File: config.mk
export PLATFORM = sky130hd
export DESIGN_NAME = branch_resolve_unit
export DESIGN_NICKNAME = d
export VERILOG_FILES = /design/src/rtl/branch_resolve_unit.sv
export SDC_FILE = /design/constraint.sdc
export NUM_CORES = 1
export LEC_CHECK = 0
export ABC_CLOCK_PERIOD_IN_PS = 4150
export BUFFER_PORTS_ARGS = -buffer_cell sky130_fd_sc_hd__buf_2
export CORE_MARGIN = 5
export CORE_UTILIZATION = 25
export CTS_CLUSTER_DIAMETER = 150
export DETAILED_ROUTE_END_ITERATION = 7
export RECOVER_POWER = 25
export SETUP_SLACK_MARGIN = 0.15
export SYNTH_ARGS = -nofsm -noshare
export SYNTH_HDL_FRONTEND = slang
export SYNTH_SLANG_ARGS = --single-unit
File: constraint.sdc
create_clock -name i_clk -period 4.15 [get_ports i_clk]
set_input_delay 1.0375 -clock i_clk [delete_from_list [all_inputs] [get_ports i_clk]]
set_output_delay 1.0375 -clock i_clk [all_outputs]
set_load 0.01 [all_outputs]
File: src/rtl/branch_resolve_unit.sv
// Execute-stage branch resolution for the gshare fetch predictor: carries prediction
// metadata F->D->E, redirects fetch on mispredicts, trains the predictor and owns the GHR.
module branch_resolve_unit #(
    parameter int GBIT  = 10,
    parameter int CNT_W = 32
) (
    input  logic             i_clk,
    input  logic             i_rst_n,
    input  logic             i_valid_F,
    input  logic [31:0]      i_pc_F,
    input  logic             i_pred_hit_F,
    input  logic             i_pred_taken_F,
    input  logic [31:0]      i_pred_target_F,
    input  logic             i_stall_D,
    input  logic             i_flush_E,
    input  logic             i_branch_E,
    input  logic             i_jump_E,
    input  logic             i_taken_E,
    input  logic [31:0]      i_target_E,
    output logic [GBIT-1:0]  o_ghr,
    output logic             o_redirect,
    output logic [31:0]      o_redirect_pc,
    output logic             o_flush,
    output logic             o_upd_valid,
    output logic [31:0]      o_upd_pc,
    output logic [GBIT-1:0]  o_upd_idx,
    output logic             o_upd_taken,
    output logic [31:0]      o_upd_target,
    output logic [CNT_W-1:0] o_br_cnt,
    output logic [CNT_W-1:0] o_mispred_cnt
);

    logic            r_d_valid;
    logic [31:0]     r_d_pc;
    logic            r_d_hit;
    logic            r_d_pred_taken;
    logic [31:0]     r_d_pred_target;
    logic [GBIT-1:0] r_d_ckpt;

    logic            r_e_valid;
    logic [31:0]     r_e_pc;
    logic            r_e_hit;
    logic            r_e_pred_taken;
    logic [31:0]     r_e_pred_target;
    logic [GBIT-1:0] r_e_ckpt;

    logic [GBIT-1:0]  r_ghr;
    logic             r_upd_valid;
    logic [31:0]      r_upd_pc;
    logic [GBIT-1:0]  r_upd_idx;
    logic             r_upd_taken;
    logic [31:0]      r_upd_target;
    logic [CNT_W-1:0] r_br_cnt;
    logic [CNT_W-1:0] r_mispred_cnt;

    logic            w_ctl;
    logic            w_act;
    logic [31:0]     w_pc4;
    logic            w_mispred;
    logic            w_redirect;
    logic [31:0]     w_redirect_pc;
    logic [GBIT-1:0] w_ghr_repair;
    logic            w_train;
    logic            w_f_shift;

    assign w_ctl         = i_branch_E | i_jump_E;
    assign w_act         = i_jump_E | i_taken_E;
    assign w_pc4         = r_e_pc + 32'd4;
    assign w_mispred     = (r_e_pred_taken != w_act) | (w_act & (r_e_pred_target != i_target_E));
    // A control op without a BTB hit always redirects; a hit on a non-control op is an alias.
    assign w_redirect    = r_e_valid & ((w_ctl & (~r_e_hit | w_mispred)) | (~w_ctl & r_e_hit));
    assign w_redirect_pc = (w_ctl & w_act) ? i_target_E : w_pc4;
    assign w_ghr_repair  = w_ctl ? {w_act, r_e_ckpt[GBIT-1:1]} : r_e_ckpt;
    assign w_train       = r_e_valid & w_ctl;
    assign w_f_shift     = i_valid_F & i_pred_hit_F & ~i_stall_D & ~w_redirect;

    always_ff @(posedge i_clk) begin
        if (!i_rst_n) begin
            r_d_valid       <= 1'b0;
            r_d_pc          <= '0;
            r_d_hit         <= 1'b0;
            r_d_pred_taken  <= 1'b0;
            r_d_pred_target <= '0;
            r_d_ckpt        <= '0;
        end else if (w_redirect) begin
            r_d_valid <= 1'b0;
        end else if (!i_stall_D) begin
            r_d_valid       <= i_valid_F;
            r_d_pc          <= i_pc_F;
            r_d_hit         <= i_pred_hit_F;
            r_d_pred_taken  <= i_pred_taken_F;
            r_d_pred_target <= i_pred_target_F;
            r_d_ckpt        <= r_ghr;
        end
    end

    // E always advances; stall, load-use flush and redirect all turn the slot into a bubble.
    always_ff @(posedge i_clk) begin
        if (!i_rst_n) begin
            r_e_valid       <= 1'b0;
            r_e_pc          <= '0;
            r_e_hit         <= 1'b0;
            r_e_pred_taken  <= 1'b0;
            r_e_pred_target <= '0;
            r_e_ckpt        <= '0;
        end else begin
            r_e_valid       <= r_d_valid & ~i_stall_D & ~i_flush_E & ~w_redirect;
            r_e_pc          <= r_d_pc;
            r_e_hit         <= r_d_hit;
            r_e_pred_taken  <= r_d_pred_taken;
            r_e_pred_target <= r_d_pred_target;
            r_e_ckpt        <= r_d_ckpt;
        end
    end

    always_ff @(posedge i_clk) begin
        if (!i_rst_n) begin
            r_ghr <= '0;
        end else if (w_redirect) begin
            r_ghr <= w_ghr_repair;
        end else if (w_f_shift) begin
            r_ghr <= {i_pred_taken_F, r_ghr[GBIT-1:1]};
        end
    end

    always_ff @(posedge i_clk) begin
        if (!i_rst_n) begin
            r_upd_valid   <= 1'b0;
            r_upd_pc      <= '0;
            r_upd_idx     <= '0;
            r_upd_taken   <= 1'b0;
            r_upd_target  <= '0;
            r_br_cnt      <= '0;
            r_mispred_cnt <= '0;
        end else begin
            r_upd_valid <= w_train;
            if (w_train) begin
                r_upd_pc     <= r_e_pc;
                r_upd_idx    <= r_e_pc[GBIT-1:0] ^ r_e_ckpt;
                r_upd_taken  <= w_act;
                r_upd_target <= i_target_E;
                r_br_cnt     <= r_br_cnt + CNT_W'(1);
            end
            if (w_redirect) begin
                r_mispred_cnt <= r_mispred_cnt + CNT_W'(1);
            end
        end
    end

    assign o_ghr         = r_ghr;
    assign o_redirect    = w_redirect;
    assign o_redirect_pc = w_redirect_pc;
    assign o_flush       = w_redirect;
    assign o_upd_valid   = r_upd_valid;
    assign o_upd_pc      = r_upd_pc;
    assign o_upd_idx     = r_upd_idx;
    assign o_upd_taken   = r_upd_taken;
    assign o_upd_target  = r_upd_target;
    assign o_br_cnt      = r_br_cnt;
    assign o_mispred_cnt = r_mispred_cnt;

endmodule

==> impl_metrics.prom, run 1 <==
# TYPE chip_impl_metric gauge
chip_impl_info{name="outcome",value="finished, violations left"} 1
chip_impl_info{name="violations",value="capacitance limit, slew limit"} 1
chip_impl_metric{name="clockPowerShare",unit=""} 0.495
chip_impl_metric{name="number_of_flops_mapped_to_enable_cells_by_yosys",unit=""} 0
chip_impl_metric{name="fp.dieH",unit="um"} 232
chip_impl_metric{name="power_report.internal_total",unit="uW"} 5240
chip_impl_metric{name="post_cts.repair.setup_buffers",unit=""} 0
chip_impl_info{name="synth.largest_area_cell",value="dfxtp_1"} 1
chip_impl_metric{name="route.detailed.drc",unit=""} 0
chip_impl_info{name="crit_path_end_kind",value="output port"} 1
chip_impl_metric{name="met2_usage",unit=""} 0.245
chip_impl_metric{name="die_area",unit="sq um"} 54000
chip_impl_metric{name="comb_power_share",unit=""} 0.065
chip_impl_metric{name="track_usage",unit=""} 0.154
chip_impl_metric{name="grt_first_pass_wirelength",unit="um"} 64200
chip_impl_metric{name="number_of_global_route_vias_before_repair",unit=""} 10740
chip_impl_metric{name="static_leakage_power",unit="uW"} 0.00691
chip_impl_metric{name="cp_slowest_stage_delay",unit="ns"} 0.56
chip_impl_metric{name="required_time_of_the_critical_path",unit="ns"} 3.11
chip_impl_info{name="path_cells",value="buf_2 -> xor2_1 -> or4_1 -> nor4_2 -> and3_1 -> nor2_1 -> buf_2"} 1
chip_impl_metric{name="gpl.final_weighted_congestion",unit=""} 0.835
chip_impl_metric{name="placement.setup.worst_slack",unit="ns"} 0.230
chip_impl_info{name="synth_area_leaders",value="dfxtp_1 (49%), nand2_1 (10%), mux2i_1 (7.0%)"} 1
chip_impl_info{name="postSynth.topFlopCell",value="dfxtp_1"} 1
chip_impl_metric{name="synthDistinctLibCells",unit=""} 48
chip_impl_metric{name="grt_remaining_overflow",unit=""} 0
chip_impl_metric{name="io_buffers",unit=""} 289
chip_impl_info{name="worst_setup_path_startpoint",value="i_target_E[13]"} 1
chip_impl_metric{name="cell_total_after_placement",unit=""} 2328
chip_impl_metric{name="count_of_boundary_i_o_pins",unit=""} 290
chip_impl_metric{name="syn-num-nets",unit=""} 1550
chip_impl_metric{name="via_count",unit=""} 10986
chip_impl_metric{name="fin_cells",unit=""} 2407
chip_impl_metric{name="period_minus_slack",unit="ns"} 3.88
chip_impl_metric{name="drt.antenna.violating_nets",unit=""} 0
chip_impl_metric{name="ys_seq_area_frac",unit=""} 0.492
chip_impl_metric{name="use_met3",unit=""} 0.0461
chip_impl_metric{name="power.ir.vdd_worst",unit="mV"} 0.226
chip_impl_metric{name="route.detailed.vias_per_inst",unit=""} 4.56
chip_impl_metric{name="drt_pre_antenna_iters",unit=""} 4
chip_impl_metric{name="placement.cell_area",unit="sq um"} 14500
chip_impl_info{name="worst_r2r_startpoint",value="r_e_pred_target[13]"} 1
chip_impl_info{name="path_class",value="primary input to output port"} 1
chip_impl_metric{name="worst-slew-pin-transition",unit="ns"} 2.23
chip_impl_metric{name="setup_ws",unit="ns"} 0.270
chip_impl_metric{name="total_power_per_unit_cell_area",unit="nW/um^2"} 437
chip_impl_metric{name="arrival",unit="ns"} 2.84
chip_impl_metric{name="cts-buffers-inserted",unit=""} 37
chip_impl_metric{name="maxCapViolCount",unit=""} 3
chip_impl_metric{name="fin_util",unit=""} 0.322
chip_impl_info{name="grt_busiest_layer",value="met2"} 1
chip_impl_metric{name="grt_start_max_net_pins",unit=""} 197
chip_impl_metric{name="synthesized_cell_area",unit="sq um"} 12400
chip_impl_metric{name="sequentialPowerShare",unit=""} 0.440
chip_impl_metric{name="wirelength",unit="um"} 43300
chip_impl_metric{name="core-area",unit="sq um"} 49000
chip_impl_metric{name="row_count",unit=""} 81
chip_impl_metric{name="syn_avg_cell_area",unit="sq um"} 8.59
chip_impl_metric{name="detailedPlacementHpwl",unit="um"} 31500
chip_impl_metric{name="cts.htree.levels",unit=""} 2
chip_impl_info{name="setup_repair_after_global_routing_missed_its_margin",value="no"} 1
chip_impl_metric{name="power.share.switching",unit=""} 0.240
chip_impl_metric{name="areaGrowthSynthToFinish",unit="%"} 27.5
chip_impl_metric{name="ctsLongestPathBuffers",unit=""} 3
chip_impl_metric{name="final_standard_cell_area_without_fillers",unit="sq um"} 15800
chip_impl_metric{name="use_met1",unit=""} 0.194
chip_impl_info{name="element_type_at_the_critical_path_start",value="primary input"} 1
chip_impl_info{name="hold_path_startpoint",value="r_d_pred_target[22]"} 1
chip_impl_metric{name="totalNegativeSetupSlack",unit="ns"} 0
chip_impl_info{name="timing.hold.worst.class",value="register to register"} 1
chip_impl_info{name="tritoncts",value="yes"} 1
chip_impl_metric{name="postSynth.asyncResetShare",unit=""} 0
chip_impl_info{name="crit_slowest_cell",value="or4_1"} 1
chip_impl_metric{name="maxSlewHeadroom",unit=""} -0.488
chip_impl_metric{name="dr.first_iter.drc_count",unit=""} 576
chip_impl_metric{name="clock-sinks",unit=""} 304
chip_impl_metric{name="netlist.area_leader.share",unit=""} 0.492
chip_impl_metric{name="clk-insertion-delay-late",unit="ns"} 0.56
chip_impl_metric{name="final_max_slew_viol_count",unit=""} 263
chip_impl_metric{name="max_clock_freq",unit="MHz"} 258
chip_impl_metric{name="clkSlewWorstSetupHoldPaths",unit="ns"} 0.06
chip_impl_metric{name="design.final.nets",unit=""} 1812
chip_impl_metric{name="total_switching_power",unit="uW"} 1660
chip_impl_metric{name="final-setup-viol-count",unit=""} 0
chip_impl_metric{name="number_of_warnings_printed_during_yosys_synthesis",unit=""} 0
chip_impl_metric{name="hold_viol_final",unit=""} 0
chip_impl_metric{name="synth_cells",unit=""} 1441
chip_impl_metric{name="fin_worst_skew",unit="ns"} 0.0192
chip_impl_info{name="most_frequent_cell_on_critical_path",value="buf_2"} 1
chip_impl_metric{name="synth.ff_latch_count",unit=""} 304
chip_impl_metric{name="grt_antenna_before_repair",unit=""} 19
chip_impl_metric{name="wl_per_cell",unit="um"} 18.0
chip_impl_info{name="clockRootBuffer",value="clkbuf_16"} 1
chip_impl_metric{name="fp.dieW",unit="um"} 232
chip_impl_metric{name="fin_crit_sh",unit=""} 0.935
chip_impl_metric{name="post_route_cells_drive_above_1_share",unit=""} 0.211
chip_impl_metric{name="worst-path-max-fanout",unit=""} 3
chip_impl_metric{name="initial_core_util",unit=""} 0.253
## flip-flops by register name, summed over array words and instances, names as in the netlist
register / flops
o_upd_taken: 1
r_d_pred_target: 32
o_upd_valid: 1
r_e_valid: 1
r_d_hit: 1
r_e_pc: 32
o_upd_target: 32
r_e_pred_taken: 1
o_br_cnt: 32
r_d_ckpt: 10
o_ghr: 10
o_upd_idx: 10
o_upd_pc: 32
r_d_pred_taken: 1
o_mispred_cnt: 32
r_d_pc: 32
r_e_ckpt: 10
r_e_hit: 1
r_e_pred_target: 32
r_d_valid: 1
## per-stage QoR
stage / hold slack [ns] / total power, uW
finish: 0.429 / 6900
global route: 0.452 / 7160
CTS: 0.430 / 7020
detailed placement: 0.416 / 3550
global placement: 0.411 / 3550
floorplan: 0.404 / 3340
## cells by family (layout without fill, tap and decap cells)
| group | after synthesis | after routing | synth area share |
|---|---|---|---|
| simple gates | 573 | 573 | 0.206 |
| flops | 304 | 304 | 0.492 |
| compound gates | 190 | 190 | 0.0910 |
| buf+inv | 174 | 464 | 0.0577 |
| mux | 100 | 100 | 0.0822 |
| xor+xnor | 97 | 97 | 0.0687 |
| fa+ha+maj | 3 | 3 | 0.00303 |
| other cells | 0 | 12 | 0 |
## synthesized netlist by cell type, types with 2 or more instances
cell type  number
ha_1            3
inv_1          83
and3_1         12
o31ai_1         7
a211oi_1       10
dfxtp_1       304
o41ai_1         9
and2_1          7
a311oi_1        9
or4_1           9
nand3_1        35
buf_2          10
or3_1           8
nand2b_1       20
buf_1           7
nor2_1         79
nor2b_1         2
nand2_1       342
nor4b_1         5
nor3_1          4
xor2_1         41
and4_1         10
buf_4           3
o21ai_1         5
xnor2_1        56
clkbuf_1       66
o21a_1          2
nor4_1         13
a21oi_1       119
mux2_2         13
nand4_1        21
mux2i_1        87
o311ai_0        9
buf_6           5
o21ai_0        13
## critical path: cells and delay by family
family	cells	cell delay, ns
AND/OR/NAND/NOR	4	1.33
buffers and inverters	2	0.28
XOR/XNOR	1	0.19
## cell type report
| type | instances | area, sq um |
|---|---|---|
| Clock buffer | 47 | 1020 |
| Antenna cell | 12 | 30.0 |
| Tap cell | 664 | 831 |
| Sequential cell | 304 | 6090 |
| Timing Repair Buffer | 314 | 1630 |
| Inverter | 83 | 312 |
| Multi-Input combinational cell | 963 | 5600 |
| Fill cell | 5224 | 33200 |
| Clock inverter | 20 | 265 |
## routing by layer
metal	wire, um	part of all wire
met1	18600	0.43
met2	19700	0.46
met3	3460	0.080
met4	1420	0.033
met5	77	0.0018
## path summary, 6_finish.rpt
path                               to  slack, ns  cells after the start
hold reg to reg   r_e_pred_target[22]       0.43                      2
setup reg to reg    o_mispred_cnt[30]       1.39                      7
hold / removal    r_e_pred_target[22]       0.43                      2
setup / recovery              o_flush       0.27                      7
## power by group through the flow
| stage | Combinational (uW) | Sequential (uW) | Clock [uW] |
|---|---|---|---|
| 3_3_place_gp | 446 | 3100 | 0 |
| 4_1_cts | 455 | 3040 | 3530 |
| 3_5_place_dp | 453 | 3100 | 0 |
| 5_1_grt | 491 | 3040 | 3620 |
| 2_1_floorplan | 250 | 3090 | 0 |
| 6_report | 447 | 3040 | 3410 |
## timing repair
| action | CTS | global route |
|---|---|---|
| pin swaps | 0 | 0 |
| hold buffers | 0 | 0 |
| gates resized for setup | 2 | 2 |
| endpoints found under the setup margin | 2 | 3 |
## layout by cell type, fill, tap and decap left out, types with 14 or more instances in the layout
cell	instances
clkbuf_16	37
xor2_1	41
clkbuf_1	38
nand4_1	21
nand2_1	342
mux2i_1	87
xnor2_1	56
nor2_1	79
buf_2	255
a21oi_1	119
inv_1	83
nand2b_1	20
buf_4	20
nand3_1	35
o21ai_0	14
dfxtp_1	301
Note: power is estimated with default switching activity, not from simulation.
==> inputs of run 2 (changes only) <==
==> constraint.sdc (replaced) <==
create_clock -name i_clk -period 4.15 [get_ports i_clk]
set_input_delay 0.83 -clock i_clk [delete_from_list [all_inputs] [get_ports i_clk]]
set_output_delay 0.83 -clock i_clk [all_outputs]
set_load 0.01 [all_outputs]
==> run 2 against run 1 <==
  * The run still ends with capacitance limit, slew limit left
  * Largest cell class unchanged
  * Via count decreased by 0.92%
  * Combinational power decreased by 2%
  * Register-to-register slack improved by 0.13 ns
  * Highest routed layer unchanged
==> impl_metrics.prom, run 2 (synthesized netlist as in run 1, its figures left out) <==
# TYPE chip_impl_metric gauge
chip_impl_info{name="outcome",value="finished, violations left"} 1
chip_impl_info{name="violations",value="capacitance limit, slew limit"} 1
chip_impl_metric{name="core-area",unit="sq um"} 49000
chip_impl_metric{name="max_clock_freq",unit="MHz"} 261
chip_impl_metric{name="post_route_cells_drive_above_1_share",unit=""} 0.208
chip_impl_metric{name="final_max_slew_viol_count",unit=""} 246
chip_impl_metric{name="cts-hold-fix-buffers",unit=""} 0
chip_impl_metric{name="m1WireLength",unit="um"} 18300
chip_impl_metric{name="met2RoutedLength",unit="um"} 19000
chip_impl_metric{name="gpl.final_weighted_congestion",unit=""} 0.841
chip_impl_metric{name="detailroute.wirelength.met3",unit="um"} 3610
chip_impl_metric{name="worst-slew-pin-transition",unit="ns"} 2.23
chip_impl_metric{name="drt_pre_antenna_iters",unit=""} 7
chip_impl_metric{name="power.ir.vdd_worst",unit="mV"} 0.271
chip_impl_metric{name="layout.area.seq",unit="sq um"} 6090
chip_impl_metric{name="initial_core_util",unit=""} 0.253
chip_impl_metric{name="fp.dieW",unit="um"} 232
chip_impl_metric{name="area_of_combinational_cells_with_multiple_inputs",unit="sq um"} 5610
chip_impl_info{name="most-common-layout-cells",value="nand2_1 (342), dfxtp_1 (303), buf_2 (263), a21oi_1 (119), mux2i_1 (87)"} 1
chip_impl_metric{name="count_of_boundary_i_o_pins",unit=""} 290
chip_impl_metric{name="cts-buffers-inserted",unit=""} 36
chip_impl_metric{name="grt_remaining_overflow",unit=""} 0
chip_impl_metric{name="fill_cells",unit=""} 5196
chip_impl_info{name="clockRootBuffer",value="clkbuf_16"} 1
chip_impl_metric{name="cts.htree.levels",unit=""} 2
chip_impl_metric{name="dr.first_iter.drc_count",unit=""} 559
chip_impl_metric{name="fin_crit_sh",unit=""} 0.922
chip_impl_metric{name="drt.antenna.violating_nets",unit=""} 0
chip_impl_metric{name="route.detailed.drc",unit=""} 0
chip_impl_metric{name="io_buffers",unit=""} 289
chip_impl_metric{name="fp.dieH",unit="um"} 232
chip_impl_metric{name="wl_per_cell",unit="um"} 17.7
chip_impl_metric{name="totalNegativeSetupSlack",unit="ns"} 0
chip_impl_info{name="element_type_at_the_critical_path_start",value="register"} 1
chip_impl_metric{name="clkSlewWorstSetupHoldPaths",unit="ns"} 0.06
chip_impl_metric{name="grt_first_pass_wirelength",unit="um"} 62900
chip_impl_info{name="top_layer_used",value="met5"} 1
chip_impl_metric{name="grt_start_max_net_pins",unit=""} 197
chip_impl_metric{name="period_minus_slack",unit="ns"} 3.83
chip_impl_metric{name="track_usage",unit=""} 0.151
chip_impl_metric{name="required_time_of_the_critical_path",unit="ns"} 3.32
chip_impl_metric{name="ctsLongestPathBuffers",unit=""} 3
chip_impl_metric{name="die_area",unit="sq um"} 54000
chip_impl_metric{name="route.detailed.vias_per_inst",unit=""} 4.55
chip_impl_metric{name="detailedPlacementHpwl",unit="um"} 31200
chip_impl_info{name="layout.cells.most_common",value="nand2_1"} 1
chip_impl_metric{name="maxCapViolCount",unit=""} 2
chip_impl_info{name="setup_repair_after_global_routing_missed_its_margin",value="no"} 1
chip_impl_metric{name="grt_antenna_before_repair",unit=""} 17
chip_impl_metric{name="power_total",unit="uW"} 6630
chip_impl_metric{name="hold_viol_final",unit=""} 0
chip_impl_metric{name="wirelength",unit="um"} 42400
chip_impl_metric{name="areaGrowthSynthToFinish",unit="%"} 26.1
chip_impl_metric{name="final-setup-viol-count",unit=""} 0
chip_impl_metric{name="row_count",unit=""} 81
chip_impl_metric{name="maxSlewHeadroom",unit=""} -0.492
chip_impl_metric{name="via_count",unit=""} 10885
chip_impl_metric{name="static_leakage_power",unit="uW"} 0.00684
chip_impl_info{name="path_class",value="register to output port"} 1
chip_impl_info{name="crit_path_end_kind",value="output port"} 1
chip_impl_info{name="timing.hold.worst.class",value="register to register"} 1
chip_impl_info{name="tritoncts",value="yes"} 1
chip_impl_metric{name="worst-path-max-fanout",unit=""} 6
chip_impl_metric{name="fin_worst_hold_slack",unit="ns"} 0.429
chip_impl_metric{name="fin_worst_skew",unit="ns"} 0.0182
chip_impl_metric{name="clk-insertion-delay-late",unit="ns"} 0.54
chip_impl_metric{name="total_power_per_unit_cell_area",unit="nW/um^2"} 425
chip_impl_metric{name="clock-sinks",unit=""} 304
chip_impl_metric{name="design.final.nets",unit=""} 1802
chip_impl_metric{name="number_of_global_route_vias_before_repair",unit=""} 10321
chip_impl_metric{name="arrival",unit="ns"} 3.00
run 2: cell types whose count changed in the layout (fill, tap and decap cells not counted), sizes merged:
cell,change
diode,-2
bufinv,-4
clkbuf,-2
clkinv,-5
run 2: worst paths after layout:
| kind | from | to | slack, ns | depth (start not counted) |
|---|---|---|---|---|
| hold / removal | r_d_pred_target[12] | r_e_pred_target[12] | 0.43 | 2 |
| hold reg to reg | r_d_pred_target[12] | r_e_pred_target[12] | 0.43 | 2 |
| setup / recovery | r_e_pc[3] | o_redirect_pc[30] | 0.32 | 8 |
| setup reg to reg | o_mispred_cnt[7] | o_mispred_cnt[24] | 1.52 | 6 |
run 2: timing repair:
action / 4_1_cts / 5_1_grt
setup buffers: 0 / 0
endpoints found under the setup margin: 0 / 2
gates resized for setup: 0 / 1
run 2: layer usage:
metal / vias to the layer above / GRT usage
met2: 362 / 0.234
li1: 5310 / -
met3: 87 / 0.0480
met4: 8 / 0.0611
met5: - / 0
met1: 5118 / 0.194
run 2: area by class of cell:
class / count / area share
flip-flops and latches: 304 / 0.390
multi-input cells: 963 / 0.359
repair buffers: 305 / 0.0999
clock buffers: 54 / 0.0698
well taps: 664 / 0.0532
inverters: 83 / 0.0200
clock inverters: 11 / 0.00609
diodes: 10 / 0.00160
run 2: metrics by stage:
step / setup slack [ns] / utilization / area, sq um / std cells
3_3_place_gp: 0.673 / 0.295 / 14400 / 2319
6_report: 0.323 / 0.319 / 15600 / 2394
2_1_floorplan: 0.825 / - / 12400 / 1441
4_1_cts: 0.232 / 0.319 / 15600 / 2384
5_1_grt: 0.165 / 0.318 / 15600 / 2387
3_5_place_dp: 0.670 / 0.295 / 14400 / 2319
run 2: critical path: stages, from the launching register on:
cell,delay [ns]
dfxtp_1,0.50
ha_1,0.27
and4_1,0.29
nand4_1,0.25
or2_2,0.46
nor3b_1,0.27
xnor2_1,0.15
a21oi_1,0.08
buf_2,0.18
run 2: power by group:
part	total (uW)	leakage [uW]	switching (uW)	internal [uW]
Clock	3150	0.000591	1270	1880
Combinational	440	0.00378	273	168
Sequential	3040	0.00247	45.5	2990
Total	6630	0.00684	1590	5050
==> inputs of run 3 (changes only) <==
--- a/config.mk
+++ b/config.mk
@@ -5,6 +5,7 @@
 export SDC_FILE = /design/constraint.sdc
 export NUM_CORES = 1
 export LEC_CHECK = 0
+export ABC_AREA = 1
 export ABC_CLOCK_PERIOD_IN_PS = 4150
 export BUFFER_PORTS_ARGS = -buffer_cell sky130_fd_sc_hd__buf_2
 export CORE_MARGIN = 5
==> run 3 against run 2 <==
  * The run still ends with capacitance limit, slew limit left
  * Critical path depth down 1
  * Register-to-register slack worse by 0.28 ns
  * Synthesized area up 4.7%
  * Die area up 4.5%
  * Largest power group unchanged
==> impl_metrics.prom, run 3 <==
# TYPE chip_impl_metric gauge
chip_impl_info{name="outcome",value="finished, violations left"} 1
chip_impl_info{name="violations",value="capacitance limit, slew limit"} 1
chip_impl_metric{name="fin_cells",unit=""} 2784
chip_impl_metric{name="cts-hold-fix-buffers",unit=""} 0
chip_impl_metric{name="maxCapViolCount",unit=""} 1
chip_impl_info{name="worst_r2r_startpoint",value="r_e_valid"} 1
chip_impl_metric{name="comb_power_share",unit=""} 0.066
chip_impl_metric{name="route.detailed.vias_per_inst",unit=""} 4.46
chip_impl_metric{name="cell_total_after_placement",unit=""} 2709
chip_impl_metric{name="design.final.nets",unit=""} 2178
chip_impl_info{name="synthMostInstantiatedCell",value="nand2_1"} 1
chip_impl_info{name="yosys-top-cells-count",value="nand2_1 (388), dfxtp_1 (304), nor2_1 (303)"} 1
chip_impl_metric{name="post_synthesis_compound_gate_area_fraction",unit=""} 0.120
chip_impl_metric{name="post_route_cells_drive_above_1_share",unit=""} 0.172
chip_impl_metric{name="synth_cells",unit=""} 1810
chip_impl_info{name="hold_path_startpoint",value="r_d_ckpt[2]"} 1
chip_impl_info{name="postSynth.topFlopCell",value="dfxtp_1"} 1
chip_impl_metric{name="static_leakage_power",unit="uW"} 0.00778
chip_impl_metric{name="ys_seq_area_frac",unit=""} 0.470
chip_impl_info{name="worst_setup_path_startpoint",value="i_branch_E"} 1
chip_impl_info{name="rr_endpoint",value="o_upd_pc[3]"} 1
chip_impl_info{name="tritoncts",value="yes"} 1
chip_impl_metric{name="final-setup-viol-count",unit=""} 0
chip_impl_metric{name="route.detailed.drc",unit=""} 0
chip_impl_metric{name="fin_crit_sh",unit=""} 0.901
chip_impl_metric{name="synthDistinctLibCells",unit=""} 40
chip_impl_info{name="cp_top_family",value="buffers and inverters"} 1
chip_impl_metric{name="grt_first_pass_wirelength",unit="um"} 70500
chip_impl_metric{name="sequentialPowerShare",unit=""} 0.432
chip_impl_info{name="crit_path_end_kind",value="output port"} 1
chip_impl_metric{name="fin_worst_skew",unit="ns"} 0.0450
chip_impl_metric{name="drt.antenna.violating_nets",unit=""} 0
chip_impl_metric{name="power_report.internal_total",unit="uW"} 5390
chip_impl_metric{name="cts.repair.resized",unit=""} 0
chip_impl_metric{name="netlist.area_leader.share",unit=""} 0.470
chip_impl_metric{name="worst-slew-pin-transition",unit="ns"} 2.39
chip_impl_metric{name="final_max_slew_viol_count",unit=""} 236
chip_impl_info{name="path_cells",value="buf_2 -> nor2_1 -> clkbuf_1 -> nor2_2 -> buf_4 -> o31ai_1 -> buf_2"} 1
chip_impl_info{name="crit_slowest_cell",value="clkbuf_1"} 1
chip_impl_metric{name="io_buffers",unit=""} 289
chip_impl_metric{name="setup_ws",unit="ns"} 0.409
chip_impl_metric{name="hold_viol_final",unit=""} 0
chip_impl_info{name="path_class",value="primary input to output port"} 1
chip_impl_info{name="most-common-layout-cells",value="nand2_1 (388), nor2_1 (304), dfxtp_1 (304), buf_2 (256), inv_1 (191)"} 1
chip_impl_metric{name="initial_core_util",unit=""} 0.253
chip_impl_metric{name="grt_antenna_before_repair",unit=""} 6
chip_impl_metric{name="via_count",unit=""} 12411
chip_impl_metric{name="number_of_flops_mapped_to_enable_cells_by_yosys",unit=""} 0
chip_impl_metric{name="number_of_global_route_vias_before_repair",unit=""} 11998
chip_impl_metric{name="maxSlewHeadroom",unit=""} -0.592
chip_impl_metric{name="post_cts.repair.setup_buffers",unit=""} 0
chip_impl_metric{name="max_clock_freq",unit="MHz"} 267
chip_impl_info{name="setup_repair_after_global_routing_missed_its_margin",value="no"} 1
chip_impl_metric{name="fp.dieW",unit="um"} 238
chip_impl_info{name="clockRootBuffer",value="clkbuf_16"} 1
chip_impl_info{name="combinational_family_with_the_most_area_after_synthesis",value="simple AND/OR/NAND/NOR gates"} 1
chip_impl_metric{name="fill_cells",unit=""} 5601
chip_impl_metric{name="synth_simple_gate_area_share",unit=""} 0.267
chip_impl_metric{name="muxShareOfSynthArea",unit=""} 0
chip_impl_metric{name="core-area",unit="sq um"} 51300
chip_impl_metric{name="number_of_warnings_printed_during_yosys_synthesis",unit=""} 0
chip_impl_info{name="element_type_at_the_critical_path_start",value="primary input"} 1
chip_impl_metric{name="fp.dieH",unit="um"} 238
chip_impl_metric{name="ctsLongestPathBuffers",unit=""} 3
chip_impl_metric{name="track_usage",unit=""} 0.158
chip_impl_metric{name="detailedPlacementHpwl",unit="um"} 35200
chip_impl_metric{name="total_power_per_unit_cell_area",unit="nW/um^2"} 435
chip_impl_metric{name="area_of_combinational_cells_with_multiple_inputs",unit="sq um"} 5720
chip_impl_metric{name="cts.htree.levels",unit=""} 2
chip_impl_metric{name="wirelength",unit="um"} 46600
chip_impl_metric{name="cts-buffers-inserted",unit=""} 38
chip_impl_info{name="min_delay_worst_endpoint",value="r_e_ckpt[2]"} 1
chip_impl_metric{name="grt_start_max_net_pins",unit=""} 236
chip_impl_metric{name="gpl.final_weighted_congestion",unit=""} 0.925
chip_impl_metric{name="worst-path-max-fanout",unit=""} 28
chip_impl_metric{name="clock-sinks",unit=""} 304
chip_impl_metric{name="drt_pre_antenna_iters",unit=""} 5
chip_impl_metric{name="dr.first_iter.drc_count",unit=""} 722
chip_impl_metric{name="clk-insertion-delay-late",unit="ns"} 0.58
chip_impl_metric{name="synthesized_cell_area",unit="sq um"} 13000
chip_impl_metric{name="power_total",unit="uW"} 7120
chip_impl_metric{name="die_area",unit="sq um"} 56500
chip_impl_metric{name="final_standard_cell_area_without_fillers",unit="sq um"} 16400
chip_impl_metric{name="row_count",unit=""} 83
chip_impl_metric{name="clockPowerShare",unit=""} 0.502
chip_impl_info{name="most_frequent_cell_on_critical_path",value="buf_2"} 1
chip_impl_metric{name="path_buf_inv",unit=""} 4
chip_impl_metric{name="wl_per_cell",unit="um"} 16.8
chip_impl_info{name="synth.largest_area_cell",value="dfxtp_1"} 1
chip_impl_metric{name="power.share.switching",unit=""} 0.242
chip_impl_metric{name="syn_avg_cell_area",unit="sq um"} 7.16
chip_impl_metric{name="worstHoldPathCells",unit=""} 2
chip_impl_metric{name="power.ir.vdd_worst",unit="mV"} 0.250
chip_impl_metric{name="required_time_of_the_critical_path",unit="ns"} 3.32
chip_impl_metric{name="grt_remaining_overflow",unit=""} 0
chip_impl_metric{name="placement.cell_area",unit="sq um"} 15000
chip_impl_metric{name="areaGrowthSynthToFinish",unit="%"} 26.2
chip_impl_metric{name="placement.setup.worst_slack",unit="ns"} 0.608
chip_impl_metric{name="period_minus_slack",unit="ns"} 3.74
chip_impl_metric{name="clkSlewWorstSetupHoldPaths",unit="ns"} 0.06
chip_impl_metric{name="totalNegativeSetupSlack",unit="ns"} 0
chip_impl_metric{name="syn-num-nets",unit=""} 1919
chip_impl_metric{name="synth_xor_area_frac",unit=""} 0.0520
chip_impl_metric{name="post_synth_adder_cell_area",unit=""} 0.00290
chip_impl_info{name="timing.hold.worst.class",value="register to register"} 1
chip_impl_metric{name="total_switching_power",unit="uW"} 1720
chip_impl_metric{name="count_of_boundary_i_o_pins",unit=""} 290
chip_impl_metric{name="layout.area.seq",unit="sq um"} 6090
chip_impl_metric{name="arrival",unit="ns"} 2.91
chip_impl_metric{name="postSynth.asyncResetShare",unit=""} 0
chip_impl_metric{name="synth.ff_latch_count",unit=""} 304
chip_impl_metric{name="cp_slowest_stage_delay",unit="ns"} 0.57
chip_impl_info{name="layout.cells.most_common",value="nand2_1"} 1
chip_impl_metric{name="setup.reg_to_reg.worst_slack",unit="ns"} 1.24
chip_impl_metric{name="depth_of_the_worst_register_to_register_path",unit=""} 6
chip_impl_info{name="synth_area_leaders",value="dfxtp_1 (47%), nand2_1 (11%), nor2_1 (8.8%)"} 1
run 3: cell types whose count changed in the layout (fill, tap and decap cells not counted), sizes merged, moves of 29 or more:
cell | previous run | this run
mux2i | 87 | 0
xnor2 | 56 | 27
nand2 | 342 | 396
inv | 85 | 197
a21oi | 120 | 84
o21ai | 18 | 205
nor3 | 4 | 41
nor2 | 79 | 309
run 3: layer usage:
layer | wire, um | vias up | global-route usage
li1 | - | 6237 | -
met1 | 21800 | 5761 | 0.218
met2 | 20200 | 341 | 0.239
met3 | 3250 | 72 | 0.0440
met4 | 1360 | 0 | 0.0547
met5 | 0 | - | 0
run 3: cell families after synthesis:
logic type      Yosys count
simple gates            837
flops                   304
compound gates          303
buf+inv                 286
xor+xnor                 77
fa+ha+maj                 3
run 3: cell type report:
type,instances,area share
Antenna cell,5,0.000765
Clock buffer,55,0.0688
Clock inverter,15,0.0165
Inverter,200,0.0459
Multi-Input combinational cell,1220,0.350
Sequential cell,304,0.372
Tap cell,680,0.0520
Timing Repair Buffer,305,0.0941
run 3: power groups by stage:
stage	registers, uW	clock network (uW)	logic, uW
detailed placement	3140	0	468
global placement	3140	0	465
floorplan	3120	0	265
finish	3080	3580	467
CTS	3080	3680	470
global route	3090	3810	523
run 3: worst reg2reg max path, cell delays in order, from the launching register on:
cell and delay [ns]:
dfxtp_1 0.31, inv_1 0.05, nor2_1 0.90, clkinv_1 0.36
clkbuf_2 0.65, nor2_1 0.45, nor2_1 0.09
run 3: worst max-delay path by stage:
stage	end	slack [ns]	cells past startpoint
floorplan	o_redirect	1.22	13
global placement	o_redirect_pc[13]	0.59	9
detailed placement	o_redirect_pc[13]	0.61	9
CTS	o_redirect_pc[23]	0.51	12
global route	o_redirect_pc[30]	0.32	15
finish	o_redirect_pc[8]	0.41	7
run 3: per-stage QoR:
step                hold slack, ns  utilization
finish                       0.394        0.319
floorplan                    0.400            -
global placement             0.408        0.293
detailed placement           0.417        0.293
global route                 0.423        0.319
CTS                          0.398        0.320
